### src/rtl/cordic_arbiter_if.sv
// Request/response and engine-side bus of the CORDIC arbiter.
interface cordic_arbiter_if #(
    parameter int unsigned BIT_WIDTH = 16,
    parameter int unsigned N_REQ     = 4
);
    localparam int unsigned ID_W = $clog2(N_REQ);

    logic [N_REQ-1:0]           req;
    logic [N_REQ*BIT_WIDTH-1:0] theta_in;
    logic [N_REQ-1:0]           ack;
    logic                       resp_valid;
    logic [ID_W-1:0]            resp_id;
    logic [BIT_WIDTH-1:0]       resp_sin;
    logic [BIT_WIDTH-1:0]       resp_cos;
    logic                       resp_err;
    logic                       cor_start;
    logic [BIT_WIDTH-1:0]       cor_theta;
    logic [BIT_WIDTH-1:0]       cor_sin;
    logic [BIT_WIDTH-1:0]       cor_cos;
    logic                       cor_valid;
    logic                       busy;

    // Arbiter side
    modport slave (
        input  req, theta_in, cor_sin, cor_cos, cor_valid,
        output ack, resp_valid, resp_id, resp_sin, resp_cos, resp_err,
               cor_start, cor_theta, busy
    );

    // Requesters plus engine side
    modport master (
        output req, theta_in, cor_sin, cor_cos, cor_valid,
        input  ack, resp_valid, resp_id, resp_sin, resp_cos, resp_err,
               cor_start, cor_theta, busy
    );
endinterface

### src/rtl/cordic_arbiter.sv
// Round-robin arbiter sharing one CORDIC engine among N_REQ requesters,
// with an engine-response timeout.
module cordic_arbiter #(
    parameter int unsigned BIT_WIDTH = 16,
    parameter int unsigned N_REQ     = 4,
    parameter int unsigned TIMEOUT   = 255
) (
    input  logic             sys_clk,
    input  logic             sys_rst_n,
    cordic_arbiter_if.slave  bus
);
    localparam int unsigned ID_W  = $clog2(N_REQ);
    localparam int unsigned TMR_W = $clog2(TIMEOUT + 1);

    localparam logic [2:0] S_IDLE  = 3'd0;
    localparam logic [2:0] S_GRANT = 3'd1;
    localparam logic [2:0] S_START = 3'd2;
    localparam logic [2:0] S_WAIT  = 3'd3;
    localparam logic [2:0] S_RESP  = 3'd4;

    logic [2:0]           state_q, state_d;
    logic [ID_W-1:0]      rr_ptr_q, rr_ptr_d;
    logic [ID_W-1:0]      id_q, id_d;
    logic [BIT_WIDTH-1:0] theta_q, theta_d;
    logic [TMR_W-1:0]     timer_q, timer_d;
    logic [N_REQ-1:0]     ack_q, ack_d;
    logic                 resp_valid_q, resp_valid_d;
    logic [ID_W-1:0]      resp_id_q, resp_id_d;
    logic [BIT_WIDTH-1:0] resp_sin_q, resp_sin_d;
    logic [BIT_WIDTH-1:0] resp_cos_q, resp_cos_d;
    logic                 resp_err_q, resp_err_d;
    logic                 cor_start_q, cor_start_d;
    logic [BIT_WIDTH-1:0] cor_theta_q, cor_theta_d;
    logic                 busy_q, busy_d;

    logic                 rr_found;
    logic [ID_W-1:0]      rr_win;
    logic [ID_W-1:0]      rr_idx;

    // Round-robin search: first set req bit at or after rr_ptr, with wrap
    always_comb begin
        rr_found = 1'b0;
        rr_win   = '0;
        rr_idx   = '0;
        for (int i = 0; i < int'(N_REQ); i++) begin
            rr_idx = rr_ptr_q + ID_W'(i);
            if (!rr_found && bus.req[rr_idx]) begin
                rr_found = 1'b1;
                rr_win   = rr_idx;
            end
        end
    end

    // Next-state and next-output logic; every output leaves through a register
    always_comb begin
        state_d      = state_q;
        rr_ptr_d     = rr_ptr_q;
        id_d         = id_q;
        theta_d      = theta_q;
        timer_d      = timer_q;
        ack_d        = '0;
        resp_valid_d = 1'b0;
        resp_id_d    = resp_id_q;
        resp_sin_d   = resp_sin_q;
        resp_cos_d   = resp_cos_q;
        resp_err_d   = resp_err_q;
        cor_start_d  = 1'b0;
        cor_theta_d  = cor_theta_q;

        case (state_q)
            S_IDLE: begin
                if (rr_found) begin
                    id_d     = rr_win;
                    theta_d  = bus.theta_in[rr_win*BIT_WIDTH +: BIT_WIDTH];
                    rr_ptr_d = rr_win + ID_W'(1);
                    state_d  = S_GRANT;
                end
            end
            S_GRANT: begin
                ack_d[id_q] = 1'b1;
                state_d     = S_START;
            end
            S_START: begin
                cor_start_d = 1'b1;
                cor_theta_d = theta_q;
                timer_d     = '0;
                state_d     = S_WAIT;
            end
            S_WAIT: begin
                // A result arriving on the timeout cycle still counts as success
                if (bus.cor_valid) begin
                    resp_sin_d = bus.cor_sin;
                    resp_cos_d = bus.cor_cos;
                    resp_err_d = 1'b0;
                    state_d    = S_RESP;
                end else if (timer_q == TMR_W'(TIMEOUT - 1)) begin
                    resp_sin_d = '0;
                    resp_cos_d = '0;
                    resp_err_d = 1'b1;
                    state_d    = S_RESP;
                end else begin
                    timer_d = timer_q + TMR_W'(1);
                end
            end
            S_RESP: begin
                resp_valid_d = 1'b1;
                resp_id_d    = id_q;
                state_d      = S_IDLE;
            end
            default: begin
                state_d = S_IDLE;
            end
        endcase

        busy_d = (state_d != S_IDLE);
    end

    // State and output registers
    always_ff @(posedge sys_clk or negedge sys_rst_n) begin
        if (!sys_rst_n) begin
            state_q      <= S_IDLE;
            rr_ptr_q     <= '0;
            id_q         <= '0;
            theta_q      <= '0;
            timer_q      <= '0;
            ack_q        <= '0;
            resp_valid_q <= 1'b0;
            resp_id_q    <= '0;
            resp_sin_q   <= '0;
            resp_cos_q   <= '0;
            resp_err_q   <= 1'b0;
            cor_start_q  <= 1'b0;
            cor_theta_q  <= '0;
            busy_q       <= 1'b0;
        end else begin
            state_q      <= state_d;
            rr_ptr_q     <= rr_ptr_d;
            id_q         <= id_d;
            theta_q      <= theta_d;
            timer_q      <= timer_d;
            ack_q        <= ack_d;
            resp_valid_q <= resp_valid_d;
            resp_id_q    <= resp_id_d;
            resp_sin_q   <= resp_sin_d;
            resp_cos_q   <= resp_cos_d;
            resp_err_q   <= resp_err_d;
            cor_start_q  <= cor_start_d;
            cor_theta_q  <= cor_theta_d;
            busy_q       <= busy_d;
        end
    end

    assign bus.ack        = ack_q;
    assign bus.resp_valid = resp_valid_q;
    assign bus.resp_id    = resp_id_q;
    assign bus.resp_sin   = resp_sin_q;
    assign bus.resp_cos   = resp_cos_q;
    assign bus.resp_err   = resp_err_q;
    assign bus.cor_start  = cor_start_q;
    assign bus.cor_theta  = cor_theta_q;
    assign bus.busy       = busy_q;

endmodule

### src/flat_wrapper.sv
// flat-port wrapper written by rule: the top's interface ports become plain ports
module cordic_arbiter_flat 
#(
    parameter int unsigned BIT_WIDTH = 16,
    parameter int unsigned N_REQ     = 4,
    parameter int unsigned TIMEOUT   = 255
)
  (sys_clk, sys_rst_n, bus_req, bus_theta_in, bus_cor_sin, bus_cor_cos, bus_cor_valid, bus_ack, bus_resp_valid, bus_resp_id, bus_resp_sin, bus_resp_cos, bus_resp_err, bus_cor_start, bus_cor_theta, bus_busy);
  cordic_arbiter_if #(.BIT_WIDTH(BIT_WIDTH), .N_REQ(N_REQ)) bus_i ();
  input  logic sys_clk;
  input  logic sys_rst_n;
  input wire logic [$bits(bus_i.req)-1:0] bus_req;
  input wire logic [$bits(bus_i.theta_in)-1:0] bus_theta_in;
  input wire logic [$bits(bus_i.cor_sin)-1:0] bus_cor_sin;
  input wire logic [$bits(bus_i.cor_cos)-1:0] bus_cor_cos;
  input wire logic [$bits(bus_i.cor_valid)-1:0] bus_cor_valid;
  output wire logic [$bits(bus_i.ack)-1:0] bus_ack;
  output wire logic [$bits(bus_i.resp_valid)-1:0] bus_resp_valid;
  output wire logic [$bits(bus_i.resp_id)-1:0] bus_resp_id;
  output wire logic [$bits(bus_i.resp_sin)-1:0] bus_resp_sin;
  output wire logic [$bits(bus_i.resp_cos)-1:0] bus_resp_cos;
  output wire logic [$bits(bus_i.resp_err)-1:0] bus_resp_err;
  output wire logic [$bits(bus_i.cor_start)-1:0] bus_cor_start;
  output wire logic [$bits(bus_i.cor_theta)-1:0] bus_cor_theta;
  output wire logic [$bits(bus_i.busy)-1:0] bus_busy;
  assign bus_i.req = bus_req;
  assign bus_i.theta_in = bus_theta_in;
  assign bus_i.cor_sin = bus_cor_sin;
  assign bus_i.cor_cos = bus_cor_cos;
  assign bus_i.cor_valid = bus_cor_valid;
  assign bus_ack = bus_i.ack;
  assign bus_resp_valid = bus_i.resp_valid;
  assign bus_resp_id = bus_i.resp_id;
  assign bus_resp_sin = bus_i.resp_sin;
  assign bus_resp_cos = bus_i.resp_cos;
  assign bus_resp_err = bus_i.resp_err;
  assign bus_cor_start = bus_i.cor_start;
  assign bus_cor_theta = bus_i.cor_theta;
  assign bus_busy = bus_i.busy;
  cordic_arbiter #(.BIT_WIDTH(BIT_WIDTH), .N_REQ(N_REQ), .TIMEOUT(TIMEOUT)) u_core (.sys_clk(sys_clk), .sys_rst_n(sys_rst_n), .bus(bus_i));
endmodule
### config.mk
export PLATFORM = sky130hd
export DESIGN_NAME = cordic_arbiter_flat
export DESIGN_NICKNAME = d
export VERILOG_FILES = /design/src/rtl/cordic_arbiter_if.sv /design/src/rtl/cordic_arbiter.sv /design/src/flat_wrapper.sv
export SDC_FILE = /design/constraint.sdc
export NUM_CORES = 1
export LEC_CHECK = 0
export CAP_MARGIN = 10
export CORE_MARGIN = 2
export CORE_UTILIZATION = 47
export CTS_CLUSTER_DIAMETER = 60
export CTS_CLUSTER_SIZE = 25
export DETAILED_ROUTE_END_ITERATION = 16
export PLACE_DENSITY = 0.86
export SLEW_MARGIN = 30
export SYNTH_ARGS = -nofsm -noshare
export SYNTH_HDL_FRONTEND = slang
export SYNTH_SLANG_ARGS = --single-unit
export TNS_END_PERCENT = 20
### constraint.sdc
create_clock -name sys_clk -period 5.9 [get_ports sys_clk]
set_clock_uncertainty 0.2 [all_clocks]
set_input_delay 1.77 -clock sys_clk [delete_from_list [all_inputs] [get_ports sys_clk]]
set_output_delay 1.77 -clock sys_clk [all_outputs]
set_load 0.01 [all_outputs]
==> results.md <==
Routing:
- The vias after detailed routing is approximately 3200.
- After detailed routing, the number of remaining DRC violations is 0.
- The count of nets left with antenna violations once routing finished came out at 0.
- The final layout contains routed wiring with a total length of between 9000 and 10000 um.
- In the final routed layout, each cell accounts on average for between 15 and 20 um.
- After detailed routing, the number of vias per cell comes to between 5 and 6.
- After the first detailed-routing iteration, the DRC count stood at 86.
- For this run, the detailed router's first-pass iteration total came to 4.

Setup path:
- The kind of cell with the highest combined delay on the critical path is simple AND/OR/NAND/NOR gates.
- For this run, the slowest stage of the critical path takes slightly above 0.7 ns.
- The kind of critical path is in2reg.
- STA classifies the critical path endpoint as a register.
- The cell count of the worst reg-to-reg path is 4.
- Data arrives at the worst endpoint at approximately 4.1 ns.
- The buffer and inverter count on the worst path is 1.
- For this design, the slowest cell found on the critical path is nor4_4.
- The critical path depth in cells is 6.
- The largest driver fanout on the critical path is 18.
- The critical path goes through clkdlybuf4s50_1, nor4_2, nor4_4, o221a_2, o2bb2ai_1, a31oi_1.
- STA classifies the critical path startpoint as an input port.
- The worst endpoint required time is 5.89 ns.

Finish:
- Leaving out fill and tap cells, the most frequent cells in the layout are clkdlybuf4s50_1, dfrtp_1, nand2_1.
- Cells with a size suffix above 1 make up under 10% of the layout.
- The number of antenna diodes in the final layout is 0.
- From synthesis to final layout, the design area changed by 46.7%.
- The final-stage net count is between 500 and 600.
- The filler cell count in the final layout is approximately 610.
- The most frequent standard cell in the layout excluding fill and tap cells is clkdlybuf4s50_1.

Timing:
- The total count of max-transition violations in the final report is 0.
- After routing, the total negative slack on setup checks comes to 0 ns.
- For the pin with the worst max-slew slack, the measured transition is roughly 0.94 ns.
- The worst slack on hold paths is a little under 0.3 ns.
- The share of the clock period used by the worst path is between 60 and 70%.
- Setup violations remaining at the end of the flow were counted as 0.
- The number of hold violations in the final report is 0.
- Measured against its own limit, the worst slew margin works out to 36.9%.
- Setup repair after global routing left no endpoint under its margin.
- The final period demand of the worst path is approximately 4.1 ns.
- Timing would allow up to roughly 250 MHz.

Power and ir drop:
- For this design the total switching power over the nets is roughly 950 uW.
- VDD sags by at most 0.000202 V.
- The areal power density over the cells is roughly 480 mW/mm^2.
- The cell-internal power is about 1.8 mW.
- The net switching fraction of the power is 34.3%.
- The share of total power in the clock network is 17.0%.
- In this run the static leakage power is between 2 and 2.5 nW.
- The combinational group share of total power is between 40 and 50%.
- Sequential cells burn 38.3% of the power.

Logic synthesis:
- In this run, synthesis inferred 0 flip-flops with an integrated enable.
- The number of storage elements in the synthesis netlist is a little under 90.
- Sequential elements use a little under three fifths of the synthesized area.
- The share of synthesized registers carrying an async set or reset is 100%.
- A synthesized cell averages 12.0 um^2.
- The count of synthesis-stage warnings from yosys is 0.
- The leading register cell type out of synthesis is dfrtp_1.
- The net count after synthesis is about 430.
- The mapped cell area is roughly 0.0039 mm^2.
- Counting every instance in the synthesized netlist gives ~330.
- The distinct cell type count of the synthesized netlist is between 40 and 50.

Clock network:
- The total of hold buffers inserted after clock tree synthesis is 0.
- The clock passes through at most 2 buffers.
- The clock transition at the registers of the reported paths is approximately 0.09 ns.
- For the worst-skew pair, the clock arrives at the later sink with an insertion delay of between 0.3 and 0.4 ns.
- Post-CTS timing repair inserted 0 buffers for setup.
- The number of gates given a new drive strength after cts is 0.
- The tree is rooted in a clkbuf_8.
- In this run, CTS created clock tree buffers numbering 9.
- The sink count of the clock tree is a little under 90.
- The clock tree synthesis step divided the H-tree into 3 levels.
- The CTS tree is built.

Die:
- The overall die area is ~0.0091 mm^2.
- Measured along the y axis, the die boundary spans 95.6 um.
- The die width is between 90 and 100 um.
- The floorplan has 33 rows.
- The number of top-level design ports is roughly 160.
- In this run the standard cell core region covers 0.00818 mm^2.
- The starting utilization of the core area is roughly half.

GRT:
- The total routing usage reported by global routing is between 20% and 30%.
- Global routing consumed, on the met1 layer, around a quarter of the routing resources.
- The met3 demand-to-capacity share in global routing is 3.56%.
- Entering global routing, the biggest net connects 90 pins.
- The first-pass GRT wire length is 15000 um.
- The via count of the first global-routing pass is about 3100.
- The number of antenna violations at the first check in global routing is 0.
- For this run, global-route usage on met2 was measured as approximately 37%.
- The leftover overflow at the end of global routing is 0.
- The most used routing layer is met2.

Run:
- The total of max-cap violations is 0.

Place:
- The detailed placement HPWL is roughly 7000 um.
- The count of buffers inserted at the top-level ports is 160.
- The congestion estimate from routability-driven global placement came to approximately 0.80.

Min path:
- The path class of the lowest-slack min-delay path is reg2reg.
- The number of stages on the worst hold path is 1.

Outcome:
- The flow ran to the end, and the final reports show no timing, DRC or antenna violations.
-- cell type report --
class | count | area [um^2] | area share (%)
Sequential cell | 89 | 2230 | 38.5
Multi-Input combinational cell | 210 | 1550 | 26.7
Clock buffer | 10 | 138 | 2.38
Timing Repair Buffer | 163 | 1630 | 28.1
Tap cell | 105 | 131 | 2.27
Inverter | 7 | 26.3 | 0.454
Clock inverter | 6 | 90.1 | 1.56
-- path summary, 6_finish.rpt --
check,to,slack (ns),startpoint
min in group asynchronous,u_core.bus.resp_cos[3],1.27,sys_rst_n
max in group asynchronous,u_core.timer_q[7],3.70,sys_rst_n
hold / removal,u_core.bus.cor_theta[1],0.30,u_core.bus.cor_theta[1]
hold reg to reg,u_core.bus.cor_theta[1],0.30,u_core.bus.cor_theta[1]
setup / recovery,u_core.theta_q[8],1.83,bus_req[2]
setup reg to reg,u_core.theta_q[8],3.34,u_core.state_q[2]
-- per-stage QoR --
stage / setup WS, ns / instance area (um^2) / total power [mW] / std cells / util, %
3_5_place_dp: 1.46 / 5560 / 2.30 / 574 / 68.0
2_1_floorplan: 2.71 / 3940 / 1.74 / 329 / -
3_3_place_gp: 1.61 / 5550 / 2.24 / 574 / 67.8
5_1_grt: 1.69 / 5780 / 2.92 / 590 / 70.7
4_1_cts: 1.84 / 5780 / 2.78 / 590 / 70.7
6_report: 1.83 / 5780 / 2.75 / 590 / 70.7
-- cells in the mapped netlist, types with 2 or more instances --
cell / count / share of area, %
nand3_1: 2 / 0.25
or3_1: 4 / 0.63
a31oi_1: 16 / 2.5
mux2i_1: 17 / 4.3
nor2_1: 13 / 1.2
a22o_1: 33 / 7.3
nor3_1: 4 / 0.51
a21oi_1: 8 / 1.0
mux2_1: 10 / 2.9
a21o_1: 2 / 0.38
o22ai_1: 2 / 0.32
nand4_1: 3 / 0.48
nand2_1: 41 / 3.9
o21ai_0: 4 / 0.51
ha_1: 2 / 0.63
inv_1: 6 / 0.57
mux2_2: 8 / 2.3
buf_6: 5 / 1.4
o2bb2ai_1: 16 / 3.6
xnor2_1: 3 / 0.67
dfrtp_1: 89 / 56
buf_2: 8 / 1.0
and2_1: 2 / 0.32
a221o_1: 2 / 0.51
clkbuf_1: 7 / 0.67
-- kinds of logic (layout without fill, tap and decap cells) --
kind of cell / count (synthesis) / in the layout / share of synthesized area, %
buffers and inverters: 30 / 186 / 4.57
adders and majority gates: 2 / 2 / 0.635
AOI/OAI and AO/OA: 90 / 90 / 18.1
DFF: 89 / 89 / 56.5
and+or+nand+nor: 78 / 78 / 9.52
xor gates and xnor gates: 4 / 4 / 0.889
muxes: 36 / 36 / 9.81
-- metal layers --
metal | up-vias | wire length (um) | share of wire (%)
li1 | 1506 | - | -
met1 | 1588 | 3910 | 41
met2 | 107 | 4960 | 52
met3 | 20 | 522 | 5.4
met4 | 0 | 232 | 2.4
met5 | - | 0 | 0
-- registers in the layout (all words and copies together), names as in the netlist, 2 cells and up --
name / flops
u_core.rr_ptr_q: 2
u_core.timer_q: 8
u_core.id_q: 2
u_core.state_q: 3
u_core.bus.resp_id: 2
u_core.theta_q: 16
u_core.bus.resp_cos: 16
u_core.bus.cor_theta: 16
u_core.bus.ack: 4
u_core.bus.resp_sin: 16
-- power by group through the flow --
stage                     Sequential, mW  Combinational, mW  Clock [mW]
final                               1.06               1.23       0.468
after global routing                1.09               1.33       0.500
after CTS                           1.06               1.24       0.478
after detailed placement            1.07               1.24           0
after global placement              1.05               1.19           0
after floorplan                     1.10              0.639           0
Note: power is estimated with default switching activity, not from simulation.
